<file path="src/rtl/if_fetch_pkg.sv">
// Shared types and constants for the instruction-fetch stage.
package if_fetch_pkg;

  localparam int unsigned XLEN = 32;

  localparam logic [XLEN-1:0] PC_STEP = 32'd4;
  localparam logic [XLEN-1:0] NOP     = 32'h0000_0000;

  typedef enum logic [1:0] {
    ST_BOOT = 2'd0,
    ST_RUN  = 2'd1,
    ST_HALT = 2'd2
  } fetch_state_t;

  typedef struct packed {
    logic [XLEN-1:0] pc;
    logic [XLEN-1:0] pc4;
    logic [XLEN-1:0] instr;
  } ifid_t;

  function automatic logic misaligned(input logic [XLEN-1:0] addr);
    return addr[1:0] != 2'b00;
  endfunction

endpackage

</file>
<file path="src/rtl/if_fetch_if.sv">
// Fetch-stage bus: instruction memory port, pipeline control inputs, IF/ID outputs.
interface if_fetch_if;
  import if_fetch_pkg::*;

  logic [XLEN-1:0] im_pc;
  logic [XLEN-1:0] im_instr;
  logic            stall;
  logic            flush;
  logic            redirect_valid;
  logic [XLEN-1:0] redirect_pc;
  logic            ifid_valid;
  logic [XLEN-1:0] ifid_pc;
  logic [XLEN-1:0] ifid_pc4;
  logic [XLEN-1:0] ifid_instr;
  logic            halted;
  logic            fetch_err;

  modport master (
    output im_pc, ifid_valid, ifid_pc, ifid_pc4, ifid_instr, halted, fetch_err,
    input  im_instr, stall, flush, redirect_valid, redirect_pc
  );

  modport slave (
    input  im_pc, ifid_valid, ifid_pc, ifid_pc4, ifid_instr, halted, fetch_err,
    output im_instr, stall, flush, redirect_valid, redirect_pc
  );

endinterface

</file>
<file path="src/rtl/ifid_reg.sv">
// IF/ID pipeline register; clear wins over enable and only drops the valid bit.
module ifid_reg
  import if_fetch_pkg::*;
(
  input  logic  clk,
  input  logic  rst_n,
  input  logic  en,
  input  logic  clr,
  input  ifid_t d,
  output logic  valid,
  output ifid_t q
);

  always_ff @(posedge clk or negedge rst_n) begin
    if (!rst_n) begin
      valid <= 1'b0;
      q     <= '{pc: '0, pc4: '0, instr: NOP};
    end else if (clr) begin
      valid <= 1'b0;
    end else if (en) begin
      valid <= 1'b1;
      q     <= d;
    end
  end

endmodule

</file>
<file path="src/rtl/if_fetch.sv">
// Instruction-fetch stage: PC/FSM control feeding a single IF/ID register.
module if_fetch
  import if_fetch_pkg::*;
#(
  parameter logic [31:0] RESET_PC = 32'h0000_0000,
  parameter int unsigned IM_WORDS = 1024
) (
  input logic        clk,
  input logic        rst_n,
  if_fetch_if.master bus
);

  // One extra bit so a sequential wrap past 32'hFFFF_FFFC still reads as out of range.
  localparam logic [XLEN:0] PC_LIMIT = (XLEN+1)'(IM_WORDS) << 2;

  fetch_state_t    state;
  logic [XLEN:0]   pc;
  logic            fetch_err_q;
  logic            halted_q;

  logic            redir_bad_c;
  logic            pc_bad_c;
  logic            squash_c;
  ifid_t           ifid_d;
  ifid_t           ifid_q;
  logic            ifid_valid_q;

  assign redir_bad_c = bus.redirect_valid && misaligned(bus.redirect_pc);
  assign pc_bad_c    = (pc >= PC_LIMIT) || misaligned(pc[XLEN-1:0]);
  assign squash_c    = (state != ST_RUN) || bus.flush || bus.redirect_valid || pc_bad_c;
  assign ifid_d      = '{pc: pc[XLEN-1:0], pc4: pc[XLEN-1:0] + PC_STEP, instr: bus.im_instr};

  // PC, state and sticky fault; redirect beats fault, fault beats flush, flush beats stall.
  always_ff @(posedge clk or negedge rst_n) begin
    if (!rst_n) begin
      state       <= ST_BOOT;
      pc          <= {1'b0, RESET_PC};
      fetch_err_q <= 1'b0;
      halted_q    <= 1'b0;
    end else begin
      case (state)
        ST_BOOT: begin
          state <= ST_RUN;
          if (redir_bad_c) begin
            fetch_err_q <= 1'b1;
            halted_q    <= 1'b1;
            state       <= ST_HALT;
          end else if (bus.redirect_valid) begin
            pc <= {1'b0, bus.redirect_pc};
          end
        end
        ST_RUN: begin
          if (redir_bad_c || (!bus.redirect_valid && pc_bad_c)) begin
            fetch_err_q <= 1'b1;
            halted_q    <= 1'b1;
            state       <= ST_HALT;
          end else if (bus.redirect_valid) begin
            pc <= {1'b0, bus.redirect_pc};
          end else if (!bus.flush && !bus.stall) begin
            pc <= pc + (XLEN+1)'(PC_STEP);
          end
        end
        ST_HALT: begin
          if (redir_bad_c) begin
            fetch_err_q <= 1'b1;
          end else if (bus.redirect_valid) begin
            pc       <= {1'b0, bus.redirect_pc};
            halted_q <= 1'b0;
            state    <= ST_RUN;
          end
        end
        default: begin
          state    <= ST_BOOT;
          halted_q <= 1'b0;
        end
      endcase
    end
  end

  ifid_reg u_ifid_reg (
    .clk   (clk),
    .rst_n (rst_n),
    .en    (!bus.stall),
    .clr   (squash_c),
    .d     (ifid_d),
    .valid (ifid_valid_q),
    .q     (ifid_q)
  );

  assign bus.im_pc      = pc[XLEN-1:0];
  assign bus.ifid_valid = ifid_valid_q;
  assign bus.ifid_pc    = ifid_q.pc;
  assign bus.ifid_pc4   = ifid_q.pc4;
  assign bus.ifid_instr = ifid_q.instr;
  assign bus.halted     = halted_q;
  assign bus.fetch_err  = fetch_err_q;

endmodule

</file>
<file path="src/flat_wrapper.sv">
// flat-port wrapper written by rule: the top's interface ports become plain ports
module if_fetch_flat import if_fetch_pkg::*;
#(
  parameter logic [31:0] RESET_PC = 32'h0000_0000,
  parameter int unsigned IM_WORDS = 1024
)
  (clk, rst_n, bus_im_pc, bus_ifid_valid, bus_ifid_pc, bus_ifid_pc4, bus_ifid_instr, bus_halted, bus_fetch_err, bus_im_instr, bus_stall, bus_flush, bus_redirect_valid, bus_redirect_pc);
  if_fetch_if bus_i ();
  input logic clk;
  input logic rst_n;
  output wire logic [$bits(bus_i.im_pc)-1:0] bus_im_pc;
  output wire logic [$bits(bus_i.ifid_valid)-1:0] bus_ifid_valid;
  output wire logic [$bits(bus_i.ifid_pc)-1:0] bus_ifid_pc;
  output wire logic [$bits(bus_i.ifid_pc4)-1:0] bus_ifid_pc4;
  output wire logic [$bits(bus_i.ifid_instr)-1:0] bus_ifid_instr;
  output wire logic [$bits(bus_i.halted)-1:0] bus_halted;
  output wire logic [$bits(bus_i.fetch_err)-1:0] bus_fetch_err;
  input wire logic [$bits(bus_i.im_instr)-1:0] bus_im_instr;
  input wire logic [$bits(bus_i.stall)-1:0] bus_stall;
  input wire logic [$bits(bus_i.flush)-1:0] bus_flush;
  input wire logic [$bits(bus_i.redirect_valid)-1:0] bus_redirect_valid;
  input wire logic [$bits(bus_i.redirect_pc)-1:0] bus_redirect_pc;
  assign bus_im_pc = bus_i.im_pc;
  assign bus_ifid_valid = bus_i.ifid_valid;
  assign bus_ifid_pc = bus_i.ifid_pc;
  assign bus_ifid_pc4 = bus_i.ifid_pc4;
  assign bus_ifid_instr = bus_i.ifid_instr;
  assign bus_halted = bus_i.halted;
  assign bus_fetch_err = bus_i.fetch_err;
  assign bus_i.im_instr = bus_im_instr;
  assign bus_i.stall = bus_stall;
  assign bus_i.flush = bus_flush;
  assign bus_i.redirect_valid = bus_redirect_valid;
  assign bus_i.redirect_pc = bus_redirect_pc;
  if_fetch #(.RESET_PC(RESET_PC), .IM_WORDS(IM_WORDS)) u_core (.clk(clk), .rst_n(rst_n), .bus(bus_i));
endmodule
</file>
<file path="config.mk">
export PLATFORM = sky130hd
export DESIGN_NAME = if_fetch_flat
export DESIGN_NICKNAME = d
export VERILOG_FILES = /design/src/rtl/if_fetch_pkg.sv /design/src/rtl/if_fetch_if.sv /design/src/rtl/ifid_reg.sv /design/src/rtl/if_fetch.sv /design/src/flat_wrapper.sv
export SDC_FILE = /design/constraint.sdc
export NUM_CORES = 1
export LEC_CHECK = 0
export CORE_MARGIN = 1.5
export CORE_UTILIZATION = 36
export DETAILED_ROUTE_END_ITERATION = 10
export PLACE_DENSITY_LB_ADDON = 0.08
export SYNTH_ARGS = -nofsm -noshare
export SYNTH_HDL_FRONTEND = slang
export SYNTH_SLANG_ARGS = --single-unit
</file>
<file path="constraint.sdc">
create_clock -name clk -period 2.72 [get_ports clk]
set_clock_uncertainty 0.1 [all_clocks]
set_input_delay 0.272 -clock clk [delete_from_list [all_inputs] [get_ports clk]]
set_output_delay 0.272 -clock clk [all_outputs]
set_load 0.01 [all_outputs]
</file>
---- Word level (Yosys, flattened, before mapping) ----
Index checks and enable logic that the tools add are counted.
storage, ports and cells
  flip-flop bits (word level) ............. 134
  input port bits ......................... 69
  output and inout bits ................... 131
operators by class
  eq/ne operators ......................... 13
  magnitude comparators ................... 1
  multiplexer cells ....................... 19
  add/subtract/negate cells ............... 2
  reductions and logical operators ........ 21
  bitwise logic cells ..................... 2
operator list
  operator                                                              number
  two-way mux 33 bit                                                    5
  case mux 33 bit (2 select lines)                                      1
  adder 33 x 3 -> 33 bit (second input constant)                        1
  greater-or-equal comparator 33 x 13 -> 1 bit (second input constant)  1
  adder 32 x 3 -> 32 bit (second input constant)                        1
  inequality test 2 x 1 -> 1 bit (second input constant)                6
  two-way mux 2 bit                                                     4
  inequality test 2 bit (second input constant)                         4
  two-way mux 1 bit                                                     6
  case mux 2 bit (3 select lines)                                       1
  AND reduction 3 bit                                                   2
  nonzero test 2 bit                                                    3
  logical OR 1 bit                                                      5
  AND reduction 5 bit                                                   1
  AND reduction 4 bit                                                   1
  logical AND 1 bit                                                     3
  logical NOT 1 bit                                                     3
  inequality test 3 x 2 -> 1 bit (second input constant)                1
  case mux 1 bit (3 select lines)                                       1
  == test 2 x 1 -> 1 bit (second input constant)                        1
  == test 2 bit (second input constant)                                 1
  logical NOT 2 bit                                                     1
  NOT 1 bit                                                             2
  case mux 1 bit (2 select lines)                                       1
  2 further kinds                                                       2

---- Depth between registers and ports, before layout ----
  depth after elaboration ................. 6
  depth in mapped cells ................... 8

---- Hierarchy ----
A second synthesis with hierarchy kept.
unflattened totals
  cell total of the unflattened synthesis .. 506
  area total of the unflattened synthesis .. 6346.1 sq um
modules (own cells, without submodules)
  module    times used  cells each  seq. area each (sq um)  area an instance (sq um)
  ifid_reg  1           207         2427.3                  3811.2
  if_fetch  1           299         925.9                   2534.9

---- Worst setup path after synthesis ----
OpenSTA, ideal clock, no wires.
  kind .................................... register to register
  start point ............................. register u_core.pc[31]
  end point ............................... register u_core.u_ifid_reg.q[19] in the netlist's numbering
  stages on the path, launching flop included .. 8
  arrival ................................. 1990 ps
  setup slack ............................. 502 ps
  setup time .............................. 127 ps
  clock period less this slack ............ 2218 ps
  path buffers ............................ 2
  required time ........................... 2493 ps
  cells stage by stage .................... dfrtp_1 nor4_1 nand2_1 nor3_2 nor4b_4 buf_4 buf_6 mux2_1
on the way
  word-level cells in the longest chain between the ends .. 5
RTL lines
  what                                          line            text
  start, declared                               if_fetch.sv:17  logic [XLEN:0] pc;
  start signal, assigned                        if_fetch.sv:37  pc <= {1'b0, RESET_PC};
  start signal, assigned                        if_fetch.sv:49  pc <= {1'b0, bus.redirect_pc};
  start signal, assigned                        if_fetch.sv:58  pc <= {1'b0, bus.redirect_pc};
  greater-or-equal comparator 33 x 13 -> 1 bit  if_fetch.sv:29  assign pc_bad_c = (pc >= PC_LIMIT) || misaligned(pc[XLEN-1:0]);
  logical OR 1 bit                              if_fetch.sv:29
  logical OR 1 bit                              if_fetch.sv:30  assign squash_c = (state != ST_RUN) || bus.flush || bus.redirect_valid || pc_bad_c;
  NOT 1 bit (no source line)                    -
  AND reduction 2 bit (no source line)          -
  end signal, assigned                          ifid_reg.sv:17  q <= '{pc: '0, pc4: '0, instr: NOP};
  end, declared                                 ifid_reg.sv:11  output ifid_t q
Every way passes these cells.
A chain may end at the register's enable or synchronous reset.

---- Worst setup path after layout ----
  start point ............................. register u_core.pc[19]
  end point ............................... register u_core.u_ifid_reg.q[26] in the netlist's numbering
The elaborated chain is that of the path after synthesis.

==> results.json <==
{
  "grt_pass1_wl_microns": 22000,
  "rsz0062_at_grt": "false",
  "p_int_mw": 4.50,
  "end_kind": "register",
  "die_h_microns": 127,
  "grtUsageTotal_pct": 17.6,
  "p_total_mw": 6.31,
  "grt_max_degree": 60,
  "grt_pass1_vias": 4153,
  "ant_nets": 0,
  "syn_area_sq_um": 5560,
  "switching_share_pct": 28.7,
  "hold_class": "in2async",
  "pwr-share-clk_pct": 37.8,
  "syn_nets": 528,
  "synth_top_area_share_pct": 59.4,
  "clock_latency_ns": 0.41,
  "nets": 709,
  "final_hold_viol_count": 0,
  "cts_made_buffers": 17,
  "crit_type": "reg2reg",
  "drcViolationCount": 0,
  "cts_tree": "yes",
  "coreArea_sq_um": 15100,
  "row_count": 45,
  "synth_cells": 457,
  "min_period_ns": 2.53,
  "h-tree-depth": 4,
  "comb_power_share_pct": 22.0,
  "status": "finished, final reports clean",
  "first_iter_violations": 152,
  "yosysTopAreaCell": "dfrtp_1",
  "cp_data_required_time_ns": 2.91,
  "pwr-share-seq_pct": 40.2,
  "yosysUniqueCellTypes": 40,
  "dr_total_vias": 4026,
  "layout_commonest_cell": "clkdlybuf4s50_1",
  "firstDrtPassIters": 4,
  "io_buffers": 199,
  "ys_warn_count": 0,
  "antenna_found_initial": 0,
  "cp.arrival_ns": 2.72,
  "place.detailed.hpwl_microns": 9540,
  "cp_slowest_cell": "nor4_1",
  "start_util_pct": 36.7,
  "maxCapViolations": 0,
  "fill_cells": 1309,
  "clock_sinks": 132,
  "die_w_microns": 127,
  "ys_ff_latch": 132,
  "worst_pin_slew_ns": 0.522,
  "cts_buffer_depth": 2,
  "ioPinCount": 200,
  "clkTransAtPathRegs_ns": 0.06,
  "routedWlPerCell_microns": 16.3,
  "cp-start-kind": "register",
  "setup_viol": 0,
  "seq_area_frac_synth_pct": 59.4,
  "vdd_ir_drop_max_v": 0.000474,
  "max_slew_margin_pct": 65.2,
  "avgSynthCellArea_sq_um": 12.2,
  "power_density_nw_per_um2": 768,
  "drive_gt1_share_pct": 14.6,
  "final_cell_mix": "clkdlybuf4s50_1, dfrtp_1, o21ai_0",
  "synth.area.top_cells": "dfrtp_1, mux2_2, buf_4",
  "finalMaxSlewViolations": 0,
  "routed_wl_microns": 13600,
  "min_period_over_period_pct": 92.9,
  "power_leakage_nw": 3.76,
  "crit_chain": "nor4_1 > buf_4 > nand2_1 > nor3_2 > nor4b_4 > buf_12 > mux2_1",
  "cts_root_buf": "clkbuf_16",
  "grt_overflow_total": 0,
  "syn_to_final_growth_pct": 47.9,
  "setup-tns-final_ns": 0,
  "antenna_cells": 0,
  "slowest_delay_ns": 0.46,
  "p_sw_mw": 1.81,
  "gp_congestion": 0.748,
  "die-area_sq_um": 16200,
  "critical_path.max_fanout": 59,
  "via_per_inst": 4.80,
  "fmax_mhz": 396
}
flip-flops by register name (all words and copies together) (netlist names):
register / count
u_core.u_ifid_reg.q: 94
u_core.pc: 33
u_core.state: 2
u_core.bus.fetch_err: 1
u_core.bus.halted: 1
u_core.u_ifid_reg.valid: 1
layout make-up:
cell class,instances,area (sq um),share of cell area [%]
Sequential cell,132,3300,40.2
Multi-Input combinational cell,263,1870,22.7
Inverter,5,18.8,0.228
Timing Repair Buffer,219,2170,26.4
Tap cell,188,235,2.86
Clock buffer,18,439,5.34
Clock inverter,14,185,2.25
cells in the mapped netlist (all sizes together):
| library cell | n |
|---|---|
| nor3 | 2 |
| o21a | 1 |
| xnor2 | 7 |
| a31oi | 6 |
| and4 | 1 |
| nor4b | 2 |
| buf | 45 |
| a211oi | 1 |
| a2bb2oi | 2 |
| mux2 | 57 |
| and3 | 2 |
| xor2 | 2 |
| nor2b | 42 |
| nor2 | 9 |
| o22a | 2 |
| or4 | 1 |
| o21bai | 1 |
| nand2 | 32 |
| ha | 2 |
| clkbuf | 12 |
| o21ai | 52 |
| inv | 5 |
| a211o | 1 |
| nor3b | 1 |
| dfrtp | 132 |
| nor4 | 7 |
| mux2i | 5 |
| a21oi | 5 |
| nand4 | 6 |
| o22ai | 1 |
| nand3 | 7 |
| a21boi | 2 |
| o2bb2ai | 2 |
| nand2b | 2 |
routing by layer:
layer / vias up / track usage (%) / part of all wire, %
li1: 1912 / - / -
met1: 1969 / 22.3 / 44
met2: 134 / 29.1 / 49
met3: 11 / 5.36 / 5.1
met4: 0 / 5.55 / 1.2
met5: - / 0 / 0
final timing paths:
| check | start | to | slack, ns | cells past startpoint |
|---|---|---|---|---|
| max | u_core.pc[19] | u_core.u_ifid_reg.q[26] | 0.19 | 7 |
| max reg2reg | u_core.pc[19] | u_core.u_ifid_reg.q[26] | 0.19 | 7 |
| min reg2reg | u_core.bus.fetch_err | u_core.bus.fetch_err | 0.38 | 1 |
| max in group asynchronous | rst_n | u_core.u_ifid_reg.q[3] | 1.49 | 3 |
| min | rst_n | u_core.u_ifid_reg.q[27] | 0.28 | 2 |
| min in group clk | bus_redirect_pc[26] | u_core.pc[26] | 0.31 | 3 |
through the flow:
stage	std cells	instance area, sq um	hold WS (ns)	util (%)	setup slack, ns
2_1_floorplan	457	5560	-0.124	-	0.502
3_5_place_dp	806	7580	0.170	50.1	0.0280
6_report	839	8220	0.277	54.3	0.193
3_3_place_gp	806	7580	0.161	50.1	0.106
5_1_grt	839	8220	0.315	54.3	0.0395
4_1_cts	839	8220	0.297	54.3	0.114
critical path, delay by kind of cell, from the launching register on:
family                 cells  cell delay, ns
multiplexers               1            0.37
buffers and inverters      2            0.52
flip-flops                 1            0.40
AND/OR/NAND/NOR            4            0.97
kinds of logic after synthesis:
family / count (synthesis) / synth area share, %
compound gates: 76 / 7.79
simple gates: 114 / 11.5
mux: 62 / 12.4
flops: 132 / 59.4
fa+ha+maj: 2 / 0.450
buf+inv: 62 / 7.00
xor+xnor: 9 / 1.42
repair_timing:
item                      CTS  global route
hold buffers                1             0
gates resized for setup     0             0
buffers inserted            0             0
hold endpoints to repair   52             0
power by group through the flow:
stage	Combinational, mW	Clock (mW)	Sequential, mW
floorplan	0.952	0	2.42
global placement	1.39	0	2.56
detailed placement	1.40	0	2.57
CTS	1.40	2.45	2.54
global route	1.53	2.53	2.59
finish	1.39	2.39	2.54
(Power assumes the default switching activity.)
==> RTL edit: new RTL, config.mk and constraints unchanged <==
Re-encode `fetch_state_t` (3 states) as one-hot, 3 bits wide.
--- a/src/rtl/if_fetch_pkg.sv
+++ b/src/rtl/if_fetch_pkg.sv
@@ -6,10 +6,10 @@
   localparam logic [XLEN-1:0] PC_STEP = 32'd4;
   localparam logic [XLEN-1:0] NOP     = 32'h0000_0000;
 
-  typedef enum logic [1:0] {
-    ST_BOOT = 2'd0,
-    ST_RUN  = 2'd1,
-    ST_HALT = 2'd2
+  typedef enum logic [2:0] {
+    ST_BOOT = 3'b001,
+    ST_RUN  = 3'b010,
+    ST_HALT = 3'b100
   } fetch_state_t;
 
   typedef struct packed {
Check against the original RTL: no difference found for any inputs over 4 cycles, from zero or initial values and one cycle with rst_n low; so few cycles prove little.
==> RTL edit against the original RTL <==
- count of clock-buffer cells in the layout grew 4
- routed wire length grew 4.9%
- worst setup slack gained 230 ps
- area after synthesis grew 1.5%
- total power shrank 0.61%
- cell area is essentially flat
- die area grew 1.5%
- maximum frequency grew 9.8%
- sequential cell count grew 1
- global-route usage grew 0.43 points
- via count grew 11%
==> RTL edit: results (changes against the original RTL) <==
.. list-table::
   :header-rows: 1

   * - Metric
     - Value
   * - Run status
     - finished clean (unchanged)
   * - Fraction of the mapped netlist area in compound gates
     - 0.0805 (was 0.0779)
   * - Leakage component of the power
     - 3.80 nW (was 3.76 nW)
   * - Total placed cells including tap cells
     - 922 (was 806)
   * - Rel. slew slack
     - 0.327 (was 0.652)
   * - Detailed Route Iter0 Violations
     - 161 (was 152)
   * - Portion of the post-synthesis area used by sequential elements
     - 0.590 (was 0.594)
   * - Net switching share of the total power
     - 0.302 (was 0.287)
   * - Largest net degree at the start of global routing
     - 63 (was 60)
   * - Syn_nets
     - 633 (was 528)
   * - Top Registers
     - u_core.u_ifid_reg.q x94, u_core.pc x33, u_core.state x3 (was u_core.u_ifid_reg.q x94, u_core.pc x33, u_core.state x2)
   * - Data arrival at the endpoint of the critical path
     - 2500 ps (was 2720 ps)
   * - Clock-net power
     - 2.14 mW (was 2.39 mW)
   * - Cell types with the largest area share after synthesis
     - sky130_fd_sc_hd__dfrtp_1, sky130_fd_sc_hd__nand2_1, sky130_fd_sc_hd__and2_1 (was sky130_fd_sc_hd__dfrtp_1, sky130_fd_sc_hd__mux2_2, sky130_fd_sc_hd__buf_4)
   * - Vias in the first global route
     - 4377 (was 4153)
   * - Stage delay of the slowest cell on the critical path
     - 870 ps (was 460 ps)
   * - Origin of the worst setup path
     - u_core.state[1] (was u_core.pc[19])
   * - Deepest clock path buffer count
     - 2 (unchanged)
   * - Count of non-filler cells in the finished layout
     - 954 (was 839)
   * - Aggregate global-route resource usage
     - 0.181 (was 0.176)
   * - Vias per inst
     - 4.68 (was 4.80)
   * - Clock share of power
     - 0.342 (was 0.378)
   * - Post-Synth Adder-Cell Area
     - 0.00444 (was 0.00450)
   * - Cell class contributing the biggest share of worst-path delay
     - compound AO/OA/AOI/OAI gates (was simple AND/OR/NAND/NOR gates)
   * - Slowest library cell on the worst path
     - sky130_fd_sc_hd__o311ai_4 (was sky130_fd_sc_hd__nor4_1)
   * - Synth cell count leaders
     - sky130_fd_sc_hd__nand2_1, sky130_fd_sc_hd__dfrtp_1, sky130_fd_sc_hd__and2_1 (was sky130_fd_sc_hd__dfrtp_1, sky130_fd_sc_hd__o21ai_0, sky130_fd_sc_hd__nor2b_1)
   * - Critical Path Fanout Max
     - 24 (was 59)
   * - Share of layout cells above drive strength 1
     - 0.0740 (was 0.146)
   * - Maximum vdd ir drop
     - 0.442 mV (was 0.474 mV)
   * - Dpl hpwl
     - 10300 µm (was 9540 µm)
   * - Fraction of synthesized cell area in xor and xnor cells
     - 0.0155 (was 0.0142)
   * - Count of cell types in the netlist
     - 49 (was 40)
   * - Routed len/inst
     - 15.0 µm (was 16.3 µm)
   * - Ys flop type
     - sky130_fd_sc_hd__dfrtp_1 (unchanged)
   * - Synthesized instance count
     - 562 (was 457)
   * - Multiplexer area fraction after synthesis
     - 0.00355 (was 0.124)
   * - Sequential-cell power consumption
     - 2.58 mW (was 2.54 mW)
RTL edit: final timing paths:
path	slack, ps	endpoint	cells after the start
hold / removal	290	u_core.u_ifid_reg.q[84]	2
max in group asynchronous	1490	u_core.u_ifid_reg.q[90]	3
setup reg to reg	420	u_core.pc[12]	4
setup / recovery	420	u_core.pc[12]	4
hold reg to reg	360	u_core.u_ifid_reg.q[18]	2
min in group clk	290	u_core.u_ifid_reg.q[20]	3
RTL edit: routing by layer:
layer	vias up	share of wire	GRT usage
met5	-	0	0
met4	0	0.011	0.0575
met3	12	0.056	0.0522
met2	143	0.46	0.286
met1	2157	0.47	0.240
li1	2156	-	-
RTL edit: cell type report:
class                   count  area [µm²]
fillers                  1368        7040
flip-flops and latches    133        3330
repair buffers            214        2130
multi-input cells         360        1920
clock buffers              22         474
well taps                 211         264
clock inverters             9        78.8
inverters                   5        18.8
RTL edit: per-stage QoR:
stage,worst slack (ps),area (µm²)
floorplan,847,5640
global placement,328,7660
detailed placement,242,7660
CTS,418,8220
global route,253,8220
finish,419,8220
